**config.mk**
```make
export PLATFORM = sky130hd
export DESIGN_NAME = seq_alu
export DESIGN_NICKNAME = d
export VERILOG_FILES = /design/src/rtl/seq_alu_pkg.sv /design/src/rtl/seq_alu_mul.sv /design/src/rtl/seq_alu.sv
export SDC_FILE = /design/constraint.sdc
export NUM_CORES = 1
export LEC_CHECK = 0
export BUFFER_PORTS_ARGS = -buffer_cell sky130_fd_sc_hd__buf_2
export CAP_MARGIN = 0
export CORE_ASPECT_RATIO = 1.75
export CORE_MARGIN = 2
export CORE_UTILIZATION = 50
export DETAILED_ROUTE_END_ITERATION = 16
export PLACE_DENSITY_LB_ADDON = 0.3
export RECOVER_POWER = 100
export SYNTH_ARGS = -nofsm -noshare
export SYNTH_HDL_FRONTEND = slang
export SYNTH_SLANG_ARGS = --single-unit
```
**constraint.sdc**
```tcl
create_clock -name clk -period 11.7 [get_ports clk]
set_input_delay 2.34 -clock clk [delete_from_list [all_inputs] [get_ports clk]]
set_output_delay 2.34 -clock clk [all_outputs]
set_load 0.01 [all_outputs]
```
**src/rtl/seq_alu_pkg.sv**
```systemverilog
// Shared definitions for seq_alu: opcode encodings, controller states and status-flag bundle.
package seq_alu_pkg;

  localparam logic [3:0] OP_ADD  = 4'b0000;
  localparam logic [3:0] OP_SUB  = 4'b0001;
  localparam logic [3:0] OP_AND  = 4'b0010;
  localparam logic [3:0] OP_OR   = 4'b0011;
  localparam logic [3:0] OP_XOR  = 4'b0100;
  localparam logic [3:0] OP_SLL  = 4'b0101;
  localparam logic [3:0] OP_SRL  = 4'b0110;
  localparam logic [3:0] OP_SLTU = 4'b0111;
  localparam logic [3:0] OP_SLT  = 4'b1000;
  localparam logic [3:0] OP_SRA  = 4'b1001;
  localparam logic [3:0] OP_MUL  = 4'b1010;

  typedef enum logic [1:0] {
    ST_IDLE = 2'b00,
    ST_MUL  = 2'b01,
    ST_DONE = 2'b10
  } state_e;

  typedef struct packed {
    logic zero;
    logic neg;
    logic carry;
    logic ovf;
    logic illegal;
  } flags_t;

endpackage

```
**src/rtl/seq_alu_mul.sv**
```systemverilog
// Shift-add multiplier: one multiplier bit per cycle, WIDTH cycles after start_i.
// last_o is high during the final iteration; product_o is valid the cycle after.
module seq_alu_mul #(
  parameter int WIDTH = 32
) (
  input  logic             clk,
  input  logic             rst,
  input  logic             start_i,
  input  logic [WIDTH-1:0] a_i,
  input  logic [WIDTH-1:0] b_i,
  output logic             last_o,
  output logic [WIDTH-1:0] product_o
);

  localparam int CW = $clog2(WIDTH) + 1;

  logic [CW-1:0]    cnt_q, cnt_d;
  logic [WIDTH-1:0] acc_q, acc_d;
  logic [WIDTH-1:0] mcand_q, mcand_d;
  logic [WIDTH-1:0] mplier_q, mplier_d;

  always_comb begin
    cnt_d    = cnt_q;
    acc_d    = acc_q;
    mcand_d  = mcand_q;
    mplier_d = mplier_q;
    if (start_i) begin
      cnt_d    = CW'(WIDTH);
      acc_d    = {WIDTH{1'b0}};
      mcand_d  = a_i;
      mplier_d = b_i;
    end else if (cnt_q != {CW{1'b0}}) begin
      if (mplier_q[0]) begin
        acc_d = acc_q + mcand_q;
      end else begin
        acc_d = acc_q;
      end
      mcand_d  = mcand_q << 1;
      mplier_d = mplier_q >> 1;
      cnt_d    = cnt_q - CW'(1);
    end else begin
      cnt_d = {CW{1'b0}};
    end
  end

  always_ff @(posedge clk) begin
    if (rst) begin
      cnt_q    <= {CW{1'b0}};
      acc_q    <= {WIDTH{1'b0}};
      mcand_q  <= {WIDTH{1'b0}};
      mplier_q <= {WIDTH{1'b0}};
    end else begin
      cnt_q    <= cnt_d;
      acc_q    <= acc_d;
      mcand_q  <= mcand_d;
      mplier_q <= mplier_d;
    end
  end

  assign last_o    = (cnt_q == CW'(1));
  assign product_o = acc_q;

endmodule

```
**src/rtl/seq_alu.sv**
```systemverilog
// Sequential ALU with valid/ready handshakes and registered result/flags.
// Define SEQ_ALU_MUL_EN to build in the iterative multiplier (opcode 1010).
module seq_alu
  import seq_alu_pkg::*;
#(
  parameter int WIDTH = 32
) (
  input  logic             clk,
  input  logic             rst,
  input  logic             in_valid,
  output logic             in_ready,
  input  logic [WIDTH-1:0] op1,
  input  logic [WIDTH-1:0] op2,
  input  logic [3:0]       alu_op,
  output logic             out_valid,
  input  logic             out_ready,
  output logic [WIDTH-1:0] alu_result,
  output logic             zero_flag,
  output logic             neg_flag,
  output logic             carry_flag,
  output logic             ovf_flag,
  output logic             illegal_op
);

  localparam int SW = $clog2(WIDTH);

  logic [WIDTH-1:0] result_q;
  flags_t           flags_q;
  logic             out_valid_q;

  logic [WIDTH-1:0] alu_res_s;
  flags_t           alu_flags_s;
  flags_t           mul_flags_s;
  logic [WIDTH:0]   sum_s, diff_s;
  logic [SW-1:0]    shamt_s;
  logic             xfer_s, is_mul_s, fsm_idle_s, mul_load_s;
  logic [WIDTH-1:0] mul_prod_s;

  assign shamt_s  = op2[SW-1:0];
  assign sum_s    = {1'b0, op1} + {1'b0, op2};
  assign diff_s   = {1'b0, op1} - {1'b0, op2};
  assign in_ready = fsm_idle_s && (!out_valid_q || out_ready);
  assign xfer_s   = in_valid && in_ready;

  always_comb begin
    alu_res_s   = {WIDTH{1'b0}};
    alu_flags_s = flags_t'(5'b00000);
    case (alu_op)
      OP_ADD: begin
        alu_res_s         = sum_s[WIDTH-1:0];
        alu_flags_s.carry = sum_s[WIDTH];
        alu_flags_s.ovf   = (op1[WIDTH-1] == op2[WIDTH-1]) && (sum_s[WIDTH-1] != op1[WIDTH-1]);
      end
      OP_SUB: begin
        alu_res_s         = diff_s[WIDTH-1:0];
        alu_flags_s.carry = diff_s[WIDTH];
        alu_flags_s.ovf   = (op1[WIDTH-1] != op2[WIDTH-1]) && (diff_s[WIDTH-1] != op1[WIDTH-1]);
      end
      OP_AND:  alu_res_s = op1 & op2;
      OP_OR:   alu_res_s = op1 | op2;
      OP_XOR:  alu_res_s = op1 ^ op2;
      OP_SLL:  alu_res_s = op1 << shamt_s;
      OP_SRL:  alu_res_s = op1 >> shamt_s;
      OP_SRA:  alu_res_s = $signed(op1) >>> shamt_s;
      OP_SLTU: alu_res_s = {{(WIDTH-1){1'b0}}, (op1 < op2)};
      OP_SLT:  alu_res_s = {{(WIDTH-1){1'b0}}, ($signed(op1) < $signed(op2))};
`ifdef SEQ_ALU_MUL_EN
      // Product is delivered later by the multiplier; nothing is loaded from here.
      OP_MUL:  alu_res_s = {WIDTH{1'b0}};
`endif
      default: alu_flags_s.illegal = 1'b1;
    endcase
    alu_flags_s.zero = (alu_res_s == {WIDTH{1'b0}});
    alu_flags_s.neg  = alu_res_s[WIDTH-1];
  end

`ifdef SEQ_ALU_MUL_EN
  state_e state_q, state_d;
  logic   mul_start_s, mul_last_s;

  assign is_mul_s   = (alu_op == OP_MUL);
  assign fsm_idle_s = (state_q == ST_IDLE);

  seq_alu_mul #(.WIDTH(WIDTH)) u_mul (
    .clk       (clk),
    .rst       (rst),
    .start_i   (mul_start_s),
    .a_i       (op1),
    .b_i       (op2),
    .last_o    (mul_last_s),
    .product_o (mul_prod_s)
  );

  always_ff @(posedge clk) begin
    if (rst) begin
      state_q <= ST_IDLE;
    end else begin
      state_q <= state_d;
    end
  end

  always_comb begin
    state_d     = state_q;
    mul_start_s = 1'b0;
    mul_load_s  = 1'b0;
    case (state_q)
      ST_IDLE: begin
        if (xfer_s && is_mul_s) begin
          state_d     = ST_MUL;
          mul_start_s = 1'b1;
        end else begin
          state_d = ST_IDLE;
        end
      end
      ST_MUL: begin
        if (mul_last_s) begin
          state_d = ST_DONE;
        end else begin
          state_d = ST_MUL;
        end
      end
      ST_DONE: begin
        if (!out_valid_q || out_ready) begin
          mul_load_s = 1'b1;
          state_d    = ST_IDLE;
        end else begin
          state_d = ST_DONE;
        end
      end
      default: state_d = ST_IDLE;
    endcase
  end
`else
  assign is_mul_s   = 1'b0;
  assign fsm_idle_s = 1'b1;
  assign mul_load_s = 1'b0;
  assign mul_prod_s = {WIDTH{1'b0}};
`endif

  always_comb begin
    mul_flags_s      = flags_t'(5'b00000);
    mul_flags_s.zero = (mul_prod_s == {WIDTH{1'b0}});
    mul_flags_s.neg  = mul_prod_s[WIDTH-1];
  end

  // Result registers: load on accepted op or finished multiply, otherwise hold until consumed.
  always_ff @(posedge clk) begin
    if (rst) begin
      result_q    <= {WIDTH{1'b0}};
      flags_q     <= flags_t'(5'b00000);
      out_valid_q <= 1'b0;
    end else if (xfer_s && !is_mul_s) begin
      result_q    <= alu_res_s;
      flags_q     <= alu_flags_s;
      out_valid_q <= 1'b1;
    end else if (mul_load_s) begin
      result_q    <= mul_prod_s;
      flags_q     <= mul_flags_s;
      out_valid_q <= 1'b1;
    end else if (out_ready) begin
      out_valid_q <= 1'b0;
    end else begin
      out_valid_q <= out_valid_q;
    end
  end

  assign out_valid  = out_valid_q;
  assign alu_result = result_q;
  assign zero_flag  = flags_q.zero;
  assign neg_flag   = flags_q.neg;
  assign carry_flag = flags_q.carry;
  assign ovf_flag   = flags_q.ovf;
  assign illegal_op = flags_q.illegal;

endmodule
```
==> metrics.csv, run 1 <==
stage,metric,value,unit
outcome,status,"finished, violations left",
outcome,violations,"capacitance limit, slew limit",
detailed_routing,drt_first_pass_iters,8,
grt,grt_pass1_vias,13303,
grt,use_met3,0.0848,
sta,setup_violations,0,
placed_design,placed_cell_area,0.0116,sq mm
hold_path,holdCritPathClass,reg -> reg,
finish,syn_to_final_growth,5.63,%
setup_path,cp_max_fo,49,
placed_design,io_buffer_count,110,
sta,finalHoldViolCount,0,
logic_synthesis,synth_ff_type,dfxtp_1,
detailed_routing,vias,13873,
logic_synthesis,yosysUniqueCellTypes,94,
finish,layout_commonest_cell,nor2_1,
logic_synthesis,yosys_warnings,0,
sta,tightest_slew,2.79,ns
floorplan,num_rows,72,
setup_path,cp.depth,14,
setup_path,cp-end-kind,flop,
power,pwr-share-comb,0.671,
grt,globalRouteOverflowTotal,0,
clock_network,numCtsBuffers,5,
setup_path,cp.required,11.88,ns
setup_path,r2r_slack,8.73,ns
clock_network,post-cts-setup-buffer-count,0,
clock_network,cts_hold_buf,0,
setup_path,ff2ff_path_depth,5,
power,total_leakage_power,0.00484,uW
sta,slew_violations,103,
sta,setup-tns-final,0,ns
setup_path,critical_path_class,in -> reg,
finish,fin_nets,1762,
sta,period_needed,8.92,ns
logic_synthesis,ys_seq_area_frac,0.0668,
logic_synthesis,synth-edff-count,0,
floorplan,core,0.0220,sq mm
clock_network,cts-root-buf,clkbuf_16,
sta,finalCritPeriodShare,0.763,
setup_path,path_cells,buf_4 -> clkbuf_1 -> inv_1 -> ha_1 -> mux2_2 -> a21oi_1 -> a21oi_1 -> a211oi_1 -> o211ai_1 -> a2111oi_0 -> nand4_1 -> nor4bb_1 -> nand4_1 -> o32ai_2,
floorplan,die_area,0.0234,sq mm
hold_path,min_from,alu_result[30],
detailed_routing,ant_nets,0,
setup_path,critPathLaunchType,input pin,
clock_network,cts.sinks,37,
power,seq_power_share,0.166,
power,peakVddDrop,0.0000500,V
setup_path,cpLargestDelayFamily,buffers and inverters,
setup_path,r2r_end,illegal_op,
finish,post-route-cell-area,0.0117,sq mm
grt,grt_busiest_layer,met2,
grt,grt_usage,0.471,
finish,fin_cells,1885,
placed_design,dpl.hpwl,43900,microns
logic_synthesis,netlist_area,0.0111,sq mm
setup_path,worstPathBufferInverterCount,3,
floorplan,start_util,0.504,
finish,drive_gt1_frac,0.116,
sta,finalClockSkew,0.00284,ns
logic_synthesis,ys_ff_latch,37,
grt,grt_pass1_wl,82900,microns
sta,whs,0.451,ns
hold_path,whs_path_depth,2,
floorplan,die_w,117,microns
setup_path,critPathSlowestCell,clkbuf_1,
floorplan,io_pins,111,
grt,antenna_found_initial,1,
detailed_routing,viasPerCell,7.36,
setup_path,startpoint,op2[0],
sta,rsz0062_at_grt,false,
finish,fill_cells,2326,
clock_network,tritoncts,done,
clock_network,post_cts_resized,0,
clock_network,clk_pin_slew,0.05,ns
detailed_routing,drtIter0Drc,1781,
detailed_routing,wl_per_cell,29.9,microns
logic_synthesis,async_flop_share,0,
placed_design,dp.cells,1876,
placed_design,finalWeightedCongestion,1.12,
sta,fmax,0.112,GHz
power,p_clk_frac,0.163,
logic_synthesis,avgSynthCellArea,7.06,sq um
power,p_sw_frac,0.514,
grt,grt_use_met2,0.744,
logic_synthesis,synth_fp_nets,1745,
detailed_routing,drc,0,
grt,globalRouteMet1Util,0.545,
sta,slew-limit-headroom,-0.862,
clock_network,cts_buffer_depth,2,
power,power.switching,439,uW
setup_path,cp_data_arrival_time,9.10,ns
power,p_int,415,uW
setup_path,rr_startpoint,out_valid,
setup_path,cp_slowest_stage_delay,2.02,ns
power,power_density,72.9,mW/mm^2
detailed_routing,wl,56300,microns
clock_network,h-tree-depth,2,
hold_path,whs_endpoint,alu_result[30],
clock_network,clkLatencyLatePin,0.28,ns
floorplan,die_height,201,microns
finish,final_cell_mix,"nor2_1, nand2_1, a21oi_1, ha_1, inv_1",
run,cap_violations,2,
logic_synthesis,syn_inst,1570,
grt,grt_start_max_net_pins,59,
[stage by stage]
stage,setup slack (ns),power [uW],utilization
floorplan,5.62,507,-
global placement,4.60,691,0.529
detailed placement,4.51,690,0.529
CTS,4.80,832,0.536
global route,2.46,889,0.533
finish,2.78,854,0.533
[registers in the layout, indices dropped and copies added (netlist names)]
signal / cells
alu_result: 32
carry_flag: 1
illegal_op: 1
out_valid: 1
ovf_flag: 1
zero_flag: 1
[area by class of cell]
cell class              instances  area, sq um  area share
multi-input cells            1312         9400       0.803
inverters                      98          368      0.0314
flip-flops and latches         37          741      0.0633
clock inverters                 1         5.00    0.000427
well taps                     296          370      0.0316
clock buffers                   7          153      0.0130
diodes                          1         2.50    0.000214
repair buffers                133          668      0.0571
[cells in the mapped netlist, types with 35 or more instances]
cell type  number  area (sq um)
a211oi_1       35           263
a21oi_1       122           611
clkbuf_1       71           267
dfxtp_1        37           741
ha_1          101          1260
inv_1          93           349
mux2i_1        57           571
nand2_1       141           529
nand3_1        38           190
nor2_1        166           623
nor3_1         41           205
o211ai_1       37           278
o21ai_0        65           325
o22ai_1        38           238
[power by group through the flow]
| stage | logic [uW] | clock network (uW) | registers [uW] |
|---|---|---|---|
| 2_1_floorplan | 358 | 0 | 149 |
| 3_3_place_gp | 547 | 0 | 144 |
| 3_5_place_dp | 546 | 0 | 144 |
| 4_1_cts | 549 | 141 | 142 |
| 5_1_grt | 600 | 146 | 144 |
| 6_report | 573 | 139 | 142 |
[per-layer routing]
metal,share of wire,wire [microns],vias up
li1,-,-,5976
met1,0.34,19100,6456
met2,0.44,25000,1063
met3,0.11,5930,378
met4,0.11,6330,0
met5,0,0,-
[logic make-up after synthesis]
kind of cell               count (synthesis)  synth area share
AOI/OAI and AO/OA                        555             0.349
and+or+nand+nor                          523             0.225
buffers and inverters                    221            0.0858
muxes                                    118             0.146
adders and majority gates                103             0.118
DFF                                       37            0.0668
xor gates and xnor gates                  13            0.0103
[worst min-delay path: cells and delay by family, from the launching register on]
kind / cells / cell delay, ns
AOI/OAI and AO/OA: 1 / 0.05
DFF: 1 / 0.30
and+or+nand+nor: 1 / 0.05
[how the worst max path moves through the flow]
stage,end,slack [ns]
after floorplan,zero_flag,5.62
after global placement,zero_flag,4.60
after detailed placement,zero_flag,4.51
after CTS,zero_flag,4.80
after global routing,zero_flag,2.46
final,zero_flag,2.78
(Power assumes the default switching activity.)
==> run 2, diff against run 1 <==
==> constraint.sdc (replaced) <==
create_clock -name clk -period 8.05 [get_ports clk]
set_input_delay 1.61 -clock clk [delete_from_list [all_inputs] [get_ports clk]]
set_output_delay 1.61 -clock clk [all_outputs]
set_load 0.01 [all_outputs]
==> run 2 against run 1 <==
The run still ends with capacitance limit, slew limit left. Register-to-register slack worse by 3.7 ns. Cell count increased by 0.11%. Combinational power grew 47%. Wire length is 0.86% higher. Hold slack improved by 0.0010 ns. Flip-flop and latch count unchanged. First-iteration DRC count is 15% lower. Clock power increased by 83%. Die area unchanged. Final area increased by 0.46%. Via count decreased by 0.54%. Critical path type unchanged. Critical endpoint unchanged. Highest routed layer unchanged.
==> metrics.csv, run 2 (synthesis results as in run 1) <==
stage,metric,value,unit,change
outcome,status,"finished, violations left",,
outcome,violations,"capacitance limit, slew limit",,
clock_network,post-cts-setup-buffer-count,0,,unchanged
grt,grt_usage,0.473,,+0.00186
floorplan,core,0.0220,sq mm,unchanged
sta,slew_violations,84,,-18%
setup_path,rr_startpoint,out_valid,,
sta,slew-limit-headroom,-0.493,,+0.369
sta,final_critical_path_setup_slack,1.31,ns,-1.47 ns
grt,antenna_found_initial,0,,-1
hold_path,holdCritPathClass,reg -> reg,,
sta,period_needed,6.74,ns,
grt,grt_pass1_wl,82600,microns,-0.34%
power,peakVddDrop,0.0000703,V,+41%
run,cap_violations,2,,unchanged
floorplan,die_w,117,microns,unchanged
finish,largest_reg_flops,32,,unchanged
placed_design,finalWeightedCongestion,1.13,,+1.3%
clock_network,cts.sinks,37,,unchanged
finish,seq_area,741,sq um,unchanged
floorplan,die_height,201,microns,unchanged
hold_path,min_from,illegal_op,,
detailed_routing,drt_first_pass_iters,9,,+1
floorplan,num_rows,72,,unchanged
power,total_leakage_power,0.00486,uW,+0.52%
clock_network,numCtsBuffers,5,,unchanged
setup_path,startpoint,op2[0],,
clock_network,clk_pin_slew,0.06,ns,about the same
finish,post-route-cell-area,0.0118,sq mm,+0.46%
finish,final_cell_mix,"nor2_1, nand2_1, a21oi_1, ha_1, inv_1",,
sta,rsz0062_at_grt,false,,
clock_network,tritoncts,done,,
floorplan,start_util,0.504,,unchanged
detailed_routing,wl,56800,microns,+0.86%
finish,drive_gt1_frac,0.118,,+0.00104
detailed_routing,ant_nets,0,,unchanged
sta,setup_violations,0,,unchanged
grt,grt_start_max_net_pins,67,,+14%
detailed_routing,wl_per_cell,30.1,microns,+0.76%
clock_network,clkLatencyLatePin,0.29,ns,about the same
sta,setup-tns-final,0,ns,unchanged
detailed_routing,drc,0,,unchanged
detailed_routing,drtIter0Drc,1519,,-15%
finish,syn_to_final_growth,6.12,%,
setup_path,cp_max_fo,34,,-31%
finish,layout_commonest_cell,nor2_1,,
placed_design,post-place-ws,1.95,ns,-2.57 ns
sta,finalClockSkew,0.00561,ns,+0.00277 ns
setup_path,critPathLaunchType,input pin,,
setup_path,cp-end-kind,flop,,
sta,finalCritPeriodShare,0.838,,
setup_path,cp.required,8.23,ns,-3.65 ns
detailed_routing,viasPerCell,7.31,,-0.65%
clock_network,h-tree-depth,2,,unchanged
finish,multi_input_area,0.00940,sq mm,about the same
sta,finalHoldViolCount,0,,unchanged
grt,globalRouteOverflowTotal,0,,unchanged
clock_network,cts-root-buf,clkbuf_16,,
sta,fmax,0.148,GHz,
clock_network,post_cts_resized,0,,unchanged
clock_network,cts_hold_buf,0,,unchanged
floorplan,io_pins,111,,unchanged
setup_path,cp_data_arrival_time,6.93,ns,-2.17 ns
placed_design,placed_cell_area,0.0116,sq mm,+0.18%
finish,diodes,0,,-1
setup_path,critical_path_class,in -> reg,,
grt,grt_pass1_vias,13033,,-2.0%
detailed_routing,vias,13798,,-0.54%
clock_network,cts_buffer_depth,2,,unchanged
placed_design,io_buffer_count,110,,unchanged
power,power_density,111,mW/mm^2,+52%
placed_design,dpl.hpwl,45000,microns,+2.4%
sta,tightest_slew,2.24,ns,-0.553 ns
finish,fin_nets,1765,,+0.17%
floorplan,die_area,0.0234,sq mm,unchanged
finish,fill_cells,2345,,+0.82%
run 2: where the power goes:
part           internal, uW  switching, uW
logic                   274            567
clock network           178           77.1
registers               199           7.19
total                   651            651
run 2: routing by layer:
layer / track usage / wire, microns / up-vias
met3: 0.0948 / 5550 / 355
met5: 0 / 0 / -
li1: - / - / 6000
met2: 0.761 / 25900 / 1039
met4: 0.414 / 6710 / 0
met1: 0.514 / 18700 / 6404
run 2: layout make-up:
| class | count | area share |
|---|---|---|
| sequential | 37 | 0.0630 |
| multi-input combinational | 1312 | 0.799 |
| clock inverter | 3 | 0.00585 |
| clock buffer | 5 | 0.0106 |
| tap | 296 | 0.0315 |
| inverter | 98 | 0.0313 |
| timing repair buffer | 136 | 0.0584 |
run 2: worst paths after layout:
path | end | slack (ns) | cells after the start
worst min register to register | illegal_op | 0.45 | 2
worst max register to register | illegal_op | 5.08 | 5
worst max-delay path | zero_flag | 1.31 | 13
worst min-delay path | illegal_op | 0.45 | 2
run 2: per-stage QoR:
step / hold WS [ns] / util / std cells / power, uW
6_report: 0.452 / 0.535 / 1887 / 1300
5_1_grt: 0.475 / 0.535 / 1887 / 1350
4_1_cts: 0.452 / 0.538 / 1887 / 1270
3_5_place_dp: 0.444 / 0.530 / 1879 / 1010
3_3_place_gp: 0.438 / 0.530 / 1879 / 1010
2_1_floorplan: 0.476 / - / 1570 / 737
run 2: worst max-delay path, cell delays in order:
cell and delay (ns):
buf_4 0.39, clkbuf_1 1.26, mux4_1 0.75, a2bb2oi_1 0.47, o211ai_1 0.20, o211ai_1 0.20
nand4_1 0.20, or4_1 0.49, a2111oi_2 0.45, nand4_1 0.21, nor4bb_1 0.31, nand4_1 0.15
o32ai_2 0.20
